`config.mk`:
```
export PLATFORM = sky130hd
export DESIGN_NAME = fetch_unit
export DESIGN_NICKNAME = d
export VERILOG_FILES = /design/src/rtl/fetch_unit.sv
export SDC_FILE = /design/constraint.sdc
export NUM_CORES = 1
export LEC_CHECK = 0
export ABC_AREA = 0
export BUFFER_PORTS_ARGS = -buffer_cell sky130_fd_sc_hd__buf_2
export CAP_MARGIN = 10
export CORE_ASPECT_RATIO = 1.5
export CORE_MARGIN = 4
export CORE_UTILIZATION = 60
export CTS_CLUSTER_DIAMETER = 60
export CTS_CLUSTER_SIZE = 10
export DETAILED_ROUTE_END_ITERATION = 12
export PLACE_DENSITY = 0.82
export SLEW_MARGIN = 20
export SYNTH_ARGS = -nofsm -noshare
export SYNTH_HDL_FRONTEND = slang
export SYNTH_SLANG_ARGS = --single-unit
```
`constraint.sdc`:
```
create_clock -name clk -period 4.6 [get_ports clk]
set_input_delay 0.92 -clock clk [delete_from_list [all_inputs] [get_ports clk]]
set_output_delay 0.92 -clock clk [all_outputs]
set_load 0.05 [all_outputs]
```
`src/rtl/fetch_unit.sv`:
```
// fetch_unit: instruction fetch stage feeding decode through a small {pc, instr} queue.
// Optional macro FETCH_MISALIGN_CHK_EN: a misaligned redirect raises a sticky
// misalign_err and halts fetch until reset. Without it the low PC bits are masked.
module fetch_unit #(
    parameter int unsigned              ADDRESS_WIDTH = 32,
    parameter int unsigned              DATA_WIDTH    = 32,
    parameter int unsigned              DEPTH         = 4,
    parameter logic [ADDRESS_WIDTH-1:0] RESET_PC      = '0
) (
    input  logic                     clk,
    input  logic                     rst_n,
    output logic [ADDRESS_WIDTH-1:0] rom_addr,
    input  logic [DATA_WIDTH-1:0]    rom_data,
    input  logic                     redirect_valid,
    input  logic [ADDRESS_WIDTH-1:0] redirect_pc,
    output logic                     instr_valid,
    input  logic                     instr_ready,
    output logic [DATA_WIDTH-1:0]    instr,
    output logic [ADDRESS_WIDTH-1:0] instr_pc,
    output logic                     misalign_err
);

    localparam int unsigned PTR_W = (DEPTH > 1) ? $clog2(DEPTH) : 1;
    localparam int unsigned CNT_W = $clog2(DEPTH + 1);
    localparam logic [CNT_W-1:0] FULL_CNT = CNT_W'(DEPTH);

    typedef struct packed {
        logic [ADDRESS_WIDTH-1:0] pc;
        logic [DATA_WIDTH-1:0]    instr;
    } entry_t;

    entry_t                   r_mem [DEPTH];
    logic [ADDRESS_WIDTH-1:0] r_fpc;
    logic [PTR_W-1:0]         r_rptr;
    logic [PTR_W-1:0]         r_wptr;
    logic [CNT_W-1:0]         r_count;
    logic                     r_halted;
    logic                     r_misalign_err;

    logic w_push;
    logic w_pop;
    logic w_misalign;

    // Push only when not full at the start of the cycle; pop cannot free a slot combinationally.
    assign w_push      = !redirect_valid && !r_halted && (r_count != FULL_CNT);
    assign w_pop       = instr_valid && instr_ready && !redirect_valid;
    assign instr_valid = (r_count != '0);

`ifdef FETCH_MISALIGN_CHK_EN
    assign w_misalign = redirect_valid && (redirect_pc[1:0] != 2'b00);
`else
    logic w_unused_lsb;
    assign w_unused_lsb = ^redirect_pc[1:0];
    assign w_misalign   = 1'b0;
`endif

    assign rom_addr     = r_fpc;
    assign instr        = r_mem[r_rptr].instr;
    assign instr_pc     = r_mem[r_rptr].pc;
    assign misalign_err = r_misalign_err;

    // Queue storage: capture {fetch PC, ROM word} at the write pointer on push.
    always_ff @(posedge clk or negedge rst_n) begin
        if (!rst_n) begin
            for (int unsigned i = 0; i < DEPTH; i++) begin
                r_mem[i] <= '0;
            end
        end else if (w_push) begin
            r_mem[r_wptr] <= '{pc: r_fpc, instr: rom_data};
        end
    end

    // Fetch PC, pointers, occupancy and sticky error; redirect overrides push and pop.
    always_ff @(posedge clk or negedge rst_n) begin
        if (!rst_n) begin
            r_fpc          <= RESET_PC;
            r_rptr         <= '0;
            r_wptr         <= '0;
            r_count        <= '0;
            r_halted       <= 1'b0;
            r_misalign_err <= 1'b0;
        end else if (redirect_valid) begin
            r_rptr  <= '0;
            r_wptr  <= '0;
            r_count <= '0;
            r_fpc   <= {redirect_pc[ADDRESS_WIDTH-1:2], 2'b00};
            if (w_misalign) begin
                r_halted       <= 1'b1;
                r_misalign_err <= 1'b1;
            end
        end else begin
            if (w_push) begin
                r_wptr <= r_wptr + PTR_W'(1);
                r_fpc  <= r_fpc + ADDRESS_WIDTH'(4);
            end
            if (w_pop) begin
                r_rptr <= r_rptr + PTR_W'(1);
            end
            if (w_push && !w_pop) begin
                r_count <= r_count + CNT_W'(1);
            end else if (w_pop && !w_push) begin
                r_count <= r_count - CNT_W'(1);
            end
        end
    end

endmodule

```
## Yosys cells after proc, flatten, opt, wreduce, memory -nomap -nowiden

Cells that the tools add are included.

- Add/subtract/negate cells: 5
- Order comparisons: 3
- Eq/ne operators: 1
- Muxes and demuxes: 15
- Bitwise operators: 2
- Reductions and logical operators: 13

Operators by type and width:

| operator | number |
|---|---|
| $bwmux 256 | 1 |
| $mux 64 | 3 |
| $bmux 64 s2 | 1 |
| $demux 64 s2 | 1 |
| $mux 32 | 2 |
| $add 32x3->32 const B | 1 |
| $mux 3 | 3 |
| $mux 2 | 4 |
| $ge 3x3->1 const B | 2 |
| $logic_and 1x1->1 | 6 |
| $not 2->3 | 2 |
| $reduce_bool 3->1 | 2 |
| $add 2x1->2 const B | 2 |
| $reduce_bool 2->1 | 2 |
| $add 3x1->3 const B | 1 |
| $logic_not 1->1 | 3 |
| $lt 3x1->1 const B | 1 |
| $ne 3x3->1 const B | 1 |
| $sub 3x1->3 const B | 1 |

- Flip-flop bits (word level): 295
- Input bits: 68
- Output and inout port bits: 98

## Longest topological paths before layout

Gate-level depths: netlist of the first run.

- Depth in word-level cells: 7
- Mapped depth: 9
- Depth with buffers taken out: 7

## Worst setup path after synthesis of the first run

No wires, ideal clock.

- Path type: register to output
- From: register r_rptr[0]
- To: output port instr[10]
- Arrival time: 1958 ps
- Path slack: 1722 ps
- Stages on the path, launching flop included: 4
- Cell sequence: dfrtp_1 > clkbuf_1 > buf_1 > mux4_2

- Longest elaborated chain between the ends: 4

Ends and longest elaborated chain:

| what | RTL line | text |
|---|---|---|
| from (decl) | 34 | `logic [PTR_W-1:0] r_rptr;` |
| from (signal assigned) | 97 | `r_rptr <= r_rptr + PTR_W'(1);` |
| $not 2->3 (not written as such) | 58 | `assign instr = r_mem[r_rptr].instr;` |
| $bmux 64 s2 | 58 |  |
| $mux 64 (2 in series) | n/a |  |
| to (decl) | 18 | `output logic [DATA_WIDTH-1:0] instr,` |

No other way between the ends. The select of a mux whose other input is x is not followed.

## Final worst setup path of the first run

- From: register r_rptr[0]
- To: output port instr[17]

Same word-level chain as after synthesis.

==> summary.md, run 1 <==
| Metric | Value |
|---|---|
| Power share of the clock group | `around a fifth` |
| H-tree depth | `2` |
| Die Footprint | `approximately 0.024 mm2` |
| Warnings from Yosys | `0` |
| CP startpoint | `r_rptr[0]` |
| Setup TNS | `0 ps` |
| CTS tree | `done` |
| Critical path's largest stage delay | `780 ps` |
| Seq/Total Area, Yosys | `~55%` |
| Finish-stage setup viols | `0` |
| CP delay by family, top | `flip-flops` |
| Worst reg-to-reg path cell count | `5` |
| Crit path DAT | `around 2500 ps` |
| Min-delay worst type | `in2async` |
| Crit path required time | `between 3000 and 4000 ps` |
| Setup Buffers After CTS | `0` |
| Combinational power share | `42.8%` |
| Crit path to | `instr[17]` |
| Post-CTS Resized | `0` |
| Cell-by-cell listing of the critical path | `buf_4 > mux4_2 > buf_2` |
| Clock sink count | `between 200 and 300` |
| Initial Util | `about three fifths` |
| CTS clk-pin slew, worst paths | `approximately 60 ps` |
| Drc violations | `0` |
| Initial antenna violation count | `1` |
| Setup crit start kind | `flop` |
| Tot Pwr | `~12000 uW` |
| Clk buf depth | `3` |
| Seq cells post-synth | `roughly 290` |
| First-pass GRT wire length | `44440 um` |
| Clock skew | `roughly 14 ps` |
| DRT iter0 DRCs | `approximately 340` |
| DR vias/cell | `6.142` |
| Relative slew slack | `between 20% and 30%` |
| Peak Freq | `between 0.2 and 0.3 GHz` |
| Dpl cells | `between 1000 and 1500` |
| Worst r2r src | `r_count[2]` |
| Netlist cell types | `43` |
| Cell-internal power | `between 7000 and 8000 uW` |
| Routed vias | `between 7000 and 8000` |
| # diodes | `0` |
| RePlAce Congestion | `just under 0.8` |
| Max-slew violations | `0` |
| CP Class | `reg2out` |
| Synth top area share | `a little under three fifths` |
| Top cells by area, synth | `dfrtp_1, mux2_2, mux4_2` |
| WP buf/inv | `2` |
| Crit share post-route | `between 70% and 80%` |
| Gr usage total | `a little under a quarter` |
| Synthesized area | `0.01288 mm2` |
| Core box area | `roughly 0.021 mm2` |
| Pwr/cell area | `about 800 mW/mm2` |
| First-pass DRT Iterations | `5` |
| CP Depth | `3` |
| Max_cap viols | `0` |
| Die W | `between 100 and 150 um` |
| Status | `complete, no violations` |
| Setup crit end kind | `primary output` |
| # IOs | `166` |
| Leakage | `~0.006 uW` |
| Drt wl/cell | `21.37 um` |
| CTS Hold Bufs | `0` |
| Gr ovfl total | `0` |
| Synthesis-to-finish area growth | `14.44%` |
| EDFF count, synth | `0` |
| Max Fanout on Critical Path | `26` |
| Sw frac | `about two fifths` |
| Synth Flop Type | `dfrtp_1` |
| Nets | `1076` |
| Syn Inst Count | `870` |
| Worst-margin pin slew | `1056 ps` |
| Post-Route WL | `approximately 27000 um` |
| Switching Power | `~4600 uW` |
| Fin crit period | `3460 ps` |
| FF-to-FF setup slack | `1950 ps` |
| Non-Filler Instances | `1274` |
| Row Count | `65` |
| Avg Synthesized Cell Area | `between 10 and 15 um2` |
| HPWL after detailed placement | `approximately 17000 um` |
| Vias in the first global route | `between 8000 and 9000` |
| RSZ-0062 raised after global routing | `false` |
| Largest net degree at the start of global routing | `about 110` |
| Sequential Power Share | `37.4%` |
| Die height | `about 190 um` |
| Peak supply drop | `approximately 0.00041 V` |
| Share of cells above drive strength 1 | `52.19%` |
| Reg-to-Reg End | `rom_addr[23]` |
| Antenna Violating Nets Remaining | `0` |
| Final Hold Viols | `0` |
| Port-buffer cells | `158` |
| Clock Latency Late Sink | `between 400 and 500 ps` |
| Total CTS buffers | `34` |
| Slowest cell on crit path | `dfrtp_4` |
| Clock root buffer | `clkbuf_16` |
| Cell taking the most area after synthesis | `dfrtp_1` |
| Async SR Flop Fraction | `between 90% and 100%` |
worst reg2reg max path: stages (launching register included):
cell     delay [ps]
dfrtp_1         420
nor3b_1         160
buf_4           190
or4_1           870
or4b_2          730
a31oi_1         190
registers in the layout (all words and copies together) (netlist names):
register / cells
r_rptr: 2
r_wptr: 2
r_count: 3
rom_addr: 30
r_mem: 248
metrics by stage:
step / setup slack (ps) / hold WS [ps] / utilization (%) / instance area, um2
2_1_floorplan: 1722 / 475.2 / - / 12890
3_3_place_gp: 1565 / 483.3 / 65.49 / 13800
3_5_place_dp: 1563 / 490.2 / 65.49 / 13800
4_1_cts: 1038 / 501.9 / 69.96 / 14740
5_1_grt: 956.2 / 507.9 / 69.96 / 14740
6_report: 1140 / 486.3 / 69.96 / 14740
synth_stat cells (5+ instances only):
cell,n
ha_1,5
mux4_2,62
a31oi_1,20
or4_1,20
nor2_1,26
xnor2_1,8
nand4_1,6
o31ai_1,17
nand3_1,9
nand2_1,28
mux2_2,248
inv_1,11
o21ai_0,12
buf_4,5
buf_1,9
dfrtp_1,285
clkbuf_1,26
buf_2,31
area by class of cell:
| type | instances | area, um2 |
|---|---|---|
| Clock buffer | 39 | 933.4 |
| Clock inverter | 1 | 7.507 |
| Fill cell | 1452 | 6327 |
| Inverter | 12 | 45.04 |
| Multi-Input combinational cell | 503 | 5390 |
| Sequential cell | 285 | 7139 |
| Tap cell | 268 | 335.3 |
| Timing Repair Buffer | 166 | 885.9 |
metal layers:
metal / GRT usage, % / vias up / part of all wire, %
met1: 30.49 / 4096 / 41
met5: 0 / - / 0.026
met3: 4.086 / 42 / 5.2
met4: 5.882 / 2 / 1.8
li1: - / 3455 / -
met2: 40.18 / 230 / 52
power groups by stage:
stage / registers, uW / clock network, uW / logic (uW)
global placement: 4350 / 0 / 4990
floorplan: 4180 / 0 / 4200
finish: 4410 / 2350 / 5040
CTS: 4410 / 2390 / 5110
global route: 4550 / 2500 / 5330
detailed placement: 4440 / 0 / 5090
worst min-delay path by stage:
stage	end	slack (ps)	cells after the start
after floorplan	r_mem[100]	480	1
after global placement	r_mem[75]	480	1
after detailed placement	r_mem[111]	490	1
after CTS	r_mem[111]	500	1
after global routing	r_mem[15]	510	1
final	r_mem[254]	490	1
layout by cell type, fill, tap and decap left out, types with 2 or more instances in the layout:
cell	instances
nand4_1	6
and3_4	4
inv_1	11
conb_1	5
xnor2_1	8
clkbuf_16	37
a21oi_1	4
buf_12	2
and4_1	2
clkbuf_1	2
o31ai_1	17
mux4_2	62
buf_2	157
mux2_2	248
nor2_1	26
nor3b_1	2
nand2_1	28
a211oi_1	2
dfrtp_4	2
nor3_1	4
or3_1	3
ha_1	5
o21ai_0	12
dfrtp_1	283
a31oi_1	20
or4_1	20
nand3_1	9
xor2_1	3
buf_4	6
cell families (layout without fill, tap and decap cells):
logic type               Yosys count  after routing  synth area share, %
other                              1              5              0.02912
adder cells (fa/ha/maj)            6              6               0.6413
AO/OA/AOI/OAI                     58             58                2.895
buffers and inverters             86            218                3.031
XOR/XNOR                          11             11               0.7482
multiplexers                     311            311                32.61
flip-flops                       285            285                55.38
AND/OR/NAND/NOR                  112            112                4.664
No activity file was read; power rests on OpenSTA's default activity.
==> inputs of run 2 (changes only) <==
Settings changed: CORE_UTILIZATION 60 to 52, PLACE_DENSITY 0.82 to 0.76.
Clock period 4.6 ns to 3 ns, I/O delays scaled along.
==> run 2 against run 1 <==
  * First-iteration DRC count fell by 12%
  * Critical path type unchanged
  * Register-to-register slack got worse by 1500 ps
  * Die area increased by 15%
  * Critical endpoint is now instr_pc[2]
==> summary.md, run 2 (synthesized netlist as in run 1, its figures left out) <==
| Metric | Value |
|---|---|
| Status | `complete, no violations` |
| Gr usage total | `between 20% and 30%` |
| DR vias/cell | `between 5 and 6` |
| Routed vias | `between 7000 and 8000` |
| Antenna Violating Nets Remaining | `0` |
| Die Footprint | `0.02740 mm2` |
| Max reg flops | `between 200 and 250` |
| Worst slack, placed | `447.9 ps` |
| First-pass DRT Iterations | `6` |
| Row Count | `70` |
| Gr ovfl total | `0` |
| Total CTS buffers | `34` |
| RSZ-0062 raised after global routing | `false` |
| Non-Filler Instances | `between 1000 and 1500` |
| Clock root buffer | `clkbuf_16` |
| Most flops, register | `r_mem` |
| Die height | `200.7 um` |
| HPWL after detailed placement | `17100 um` |
| Nets | `~1100` |
| Max Fanout on Critical Path | `37` |
| H-tree depth | `2` |
| Port-buffer cells | `about 160` |
| Post-CTS Resized | `0` |
| Crit share post-route | `88.93%` |
| Worst r2r src | `rom_addr[2]` |
| Clock skew | `just under 20 ps` |
| Worst-margin pin slew | `around 1100 ps` |
| Worst Slack Setup Final | `approximately 330 ps` |
| Post-Route WL | `27950 um` |
| # IOs | `166` |
| Clock sink count | `approximately 290` |
| Synthesis-to-finish area growth | `15.76%` |
| Drt wl/cell | `~21 um` |
| Tot Pwr | `about 18000 uW` |
| Vias in the first global route | `~8500` |
| Die W | `136.5 um` |
| Layout filler cell count | `~1900` |
| Commonest non-fill, non-tap cell in the layout | `dfrtp_1` |
| Core box area | `roughly 0.024 mm2` |
| Clk buf depth | `3` |
| CP Class | `reg2out` |
| Setup TNS | `0 ps` |
| Share of cells above drive strength 1 | `between 50% and 60%` |
| Peak supply drop | `roughly 0.00065 V` |
| CTS tree | `done` |
| Setup crit end kind | `primary output` |
| Min-delay worst type | `in2async` |
| Fin crit period | `approximately 2700 ps` |
| First-pass GRT wire length | `45770 um` |
| Largest net degree at the start of global routing | `71` |
| CP startpoint | `r_rptr[0]` |
| Finish-stage setup viols | `0` |
| Crit path DAT | `roughly 2100 ps` |
| Core Util, Final | `between 60 and 70%` |
| Peak Freq | `0.3748 GHz` |
| Max-slew violations | `0` |
| Crit path required time | `~2400 ps` |
| Pwr/cell area | `around 1200 mW/mm2` |
| Initial antenna violation count | `2` |
| Final Hold Viols | `0` |
| Drc violations | `0` |
| Dpl cells | `1296` |
| Setup Buffers After CTS | `0` |
| Clock Latency Late Sink | `around 500 ps` |
| CTS Hold Bufs | `0` |
| CTS clk-pin slew, worst paths | `about 60 ps` |
| Relative slew slack | `27.12%` |
| Max_cap viols | `0` |
| Initial Util | `between 50% and 60%` |
| RePlAce Congestion | `around 0.8` |
| Leakage | `around 0.0062 uW` |
| Setup crit start kind | `flop` |
| Most frequent cells in the layout | `dfrtp_1, mux2_2, buf_2, mux4_2, clkbuf_16` |
| DRT iter0 DRCs | `slightly below 300` |
-- run 2: cell count changes in the layout (fill, tap and decap cells not counted), sizes merged --
cell / delta
buf: +6
diode: +2
-- run 2: area by class of cell --
| cell class | instances | area [um2] | area share (%) |
|---|---|---|---|
| clock inverter | 1 | 7.507 | 0.05036 |
| sequential | 285 | 7139 | 47.89 |
| tap | 324 | 405.4 | 2.719 |
| inverter | 12 | 45.04 | 0.3022 |
| multi-input combinational | 503 | 5390 | 36.16 |
| antenna | 2 | 5.005 | 0.03357 |
| clock buffer | 39 | 933.4 | 6.262 |
| timing repair buffer | 172 | 980.9 | 6.580 |
-- run 2: worst paths after layout --
| path | end | slack, ps | cells past startpoint |
|---|---|---|---|
| max | instr_pc[2] | 330 | 3 |
| min reg2reg | r_mem[175] | 500 | 1 |
| max in group asynchronous | r_mem[171] | 2060 | 2 |
| max reg2reg | rom_addr[18] | 410 | 5 |
| min | r_mem[122] | 70 | 1 |
| min in group clk | rom_addr[2] | 320 | 3 |
-- run 2: per-layer routing --
layer	track usage [%]	part of all wire [%]
met1	27.76	42
met2	36.14	52
met3	2.959	4.1
met4	6.052	2.1
met5	0	0.047
-- run 2: stage by stage --
| stage | hold slack (ps) | instance area (um2) |
|---|---|---|
| 2_1_floorplan | 304.4 | 12890 |
| 3_3_place_gp | 483.5 | 13960 |
| 3_5_place_dp | 490.1 | 13960 |
| 4_1_cts | 75.20 | 14900 |
| 5_1_grt | 101.2 | 14900 |
| 6_report | 65.24 | 14910 |
-- run 2: worst max-delay path, stage by stage (launching register included) --
cell     delay (ps)
dfrtp_4         440
buf_12          300
mux4_2          560
buf_2           230
-- run 2: power breakdown --
| part | switching (uW) | internal, uW |
|---|---|---|
| logic | 4590 | 3350 |
| registers | 974 | 5620 |
| clock network | 1420 | 2170 |
| total | 6990 | 11100 |
==> inputs of run 3 (changes only) <==
Settings changed: CELL_PAD_IN_SITES_DETAIL_PLACEMENT from default to 0, CELL_PAD_IN_SITES_GLOBAL_PLACEMENT from default to 1, CORE_UTILIZATION 52 to 44, PLACE_DENSITY 0.76 to default, PLACE_DENSITY_LB_ADDON from default to 0.1.
==> run 3 against run 2 <==
  * First-iteration DRC count increased by 1.7%
  * Sequential cell count unchanged
  * Critical endpoint is now instr[4]
  * Die area increased by 17%
  * Largest cell class unchanged
==> summary.md, run 3 (synthesized netlist as in run 1, its figures left out) <==
| Metric | Value |
|---|---|
| Worst r2r src | `r_count[2]` |
| Row Count | `76` |
| Routed vias | `slightly below 8000` |
| Setup crit start kind | `flop` |
| Clock sink count | `approximately 290` |
| Max-slew violations | `0` |
| Min-delay worst type | `in2async` |
| DRT iter0 DRCs | `a little over 300` |
| Gr usage total | `between 10% and 20%` |
| Largest net degree at the start of global routing | `63` |
| DR vias/cell | `5.508` |
| Pwr/cell area | `~1200 mW/mm2` |
| Max reg flops | `roughly 250` |
| Setup TNS | `0 ps` |
| RePlAce Congestion | `0.7304` |
| Clock skew | `about 17 ps` |
| Post-Route WL | `28850 um` |
| Final hold slack | `roughly 36 ps` |
| Synthesis-to-finish area growth | `16.99%` |
| Antenna Violating Nets Remaining | `0` |
| Final Hold Viols | `0` |
| Post-CTS Resized | `0` |
| Port-buffer cells | `roughly 160` |
| Finish-stage setup viols | `0` |
| Worst Slack Setup Final | `283.0 ps` |
| Commonest non-fill, non-tap cell in the layout | `dfrtp_1` |
| RSZ-0062 raised after global routing | `false` |
| Die Footprint | `approximately 0.032 mm2` |
| Worst slack, placed | `about 500 ps` |
| Worst-margin pin slew | `1114 ps` |
| Cell-by-cell listing of the critical path | `buf_4 > mux4_2 > buf_2` |
| Tot Pwr | `approximately 18000 uW` |
| Clk buf depth | `3` |
| Die height | `about 220 um` |
| Drt wl/cell | `20.43 um` |
| Peak Freq | `0.3681 GHz` |
| Most frequent cells in the layout | `dfrtp_1, mux2_2, buf_2, mux4_2, clkbuf_16` |
| Setup Buffers After CTS | `0` |
| FF-to-FF setup slack | `between 400 and 500 ps` |
| WP buf/inv | `2` |
| Reg-to-Reg End | `rom_addr[23]` |
| Relative slew slack | `between 20% and 30%` |
| Worst reg-to-reg path cell count | `5` |
| Most flops, register | `r_mem` |
| First-pass DRT Iterations | `4` |
| Initial Util | `roughly 45%` |
| Leakage | `0.006255 uW` |
| # IOs | `between 150 and 200` |
| Initial antenna violation count | `3` |
| Crit share post-route | `90.57%` |
| Setup crit end kind | `primary output` |
| Vias in the first global route | `about 8400` |
| Gr ovfl total | `0` |
| First-pass GRT wire length | `approximately 47000 um` |
| Share of cells above drive strength 1 | `52.94%` |
| Crit path required time | `between 2000 and 2500 ps` |
| Peak supply drop | `roughly 0.00059 V` |
| HPWL after detailed placement | `between 15000 and 20000 um` |
| Max_cap viols | `0` |
| Drc violations | `0` |
| Status | `complete, no violations` |
| CP Class | `reg2out` |
| Slowest cell on crit path | `dfrtp_4` |
| CTS Hold Bufs | `0` |
| Crit path DAT | `around 2100 ps` |
| Clock root buffer | `clkbuf_16` |
| Max Fanout on Critical Path | `18` |
| H-tree depth | `2` |
| CTS tree | `done` |
| Fin crit period | `approximately 2700 ps` |
| CTS clk-pin slew, worst paths | `about 60 ps` |
| Core box area | `0.02881 mm2` |
| Critical path's largest stage delay | `~610 ps` |
| CP delay by family, top | `flip-flops` |
| Die W | `approximately 150 um` |
| Clock Latency Late Sink | `approximately 510 ps` |
| Nets | `approximately 1100` |
| Total CTS buffers | `34` |
==> run 3: how the worst max path moves through the flow <==
stage               startpoint      endpoint  slack [ps]  cells past startpoint
floorplan            r_rptr[0]     instr[10]         440                      3
global placement    r_count[2]  rom_addr[23]         510                      5
detailed placement  r_count[2]  rom_addr[23]         500                      5
CTS                  r_rptr[1]      instr[8]         240                      3
global route         r_rptr[1]  instr_pc[24]         210                      3
finish               r_rptr[1]      instr[4]         280                      3
==> run 3: metal layers <==
layer  global-route usage, %  routed length (um)  up-vias
met2                   31.25               14790      159
met5                       0                  11        -
met1                   24.54               12310     4071
met3                   3.472                1177       44
li1                        -                   -     3501
met4                   5.255                 564        2
==> run 3: through the flow <==
step / std cells / cell area, um2 / util [%]
5_1_grt: 1411 / 15060 / 52.28
3_5_place_dp: 1371 / 14120 / 49.02
2_1_floorplan: 874 / 12890 / -
3_3_place_gp: 1371 / 14120 / 49.02
4_1_cts: 1410 / 15060 / 52.27
6_report: 1412 / 15070 / 52.29
==> run 3: final cells by class <==
class / count / area, um2
Antenna cell: 2 / 5.005
Clock buffer: 38 / 929.6
Clock inverter: 1 / 7.507
Fill cell: 2537 / 13750
Inverter: 12 / 45.04
Multi-Input combinational cell: 503 / 5390
Sequential cell: 285 / 7139
Tap cell: 390 / 488.0
Timing Repair Buffer: 181 / 1061
==> run 3: worst register-to-register path: cells and delay by family (launching register included) <==
| kind | cells | cell delay, ps |
|---|---|---|
| AOI/OAI and AO/OA | 1 | 180 |
| buffers and inverters | 1 | 160 |
| DFF | 1 | 420 |
| and+or+nand+nor | 3 | 1680 |
==> run 3: power breakdown <==
part	switching, uW	internal [uW]	leakage, uW
Sequential	934	5620	0.00338
Clock	1460	2160	0.000457
Combinational	4580	3390	0.00242
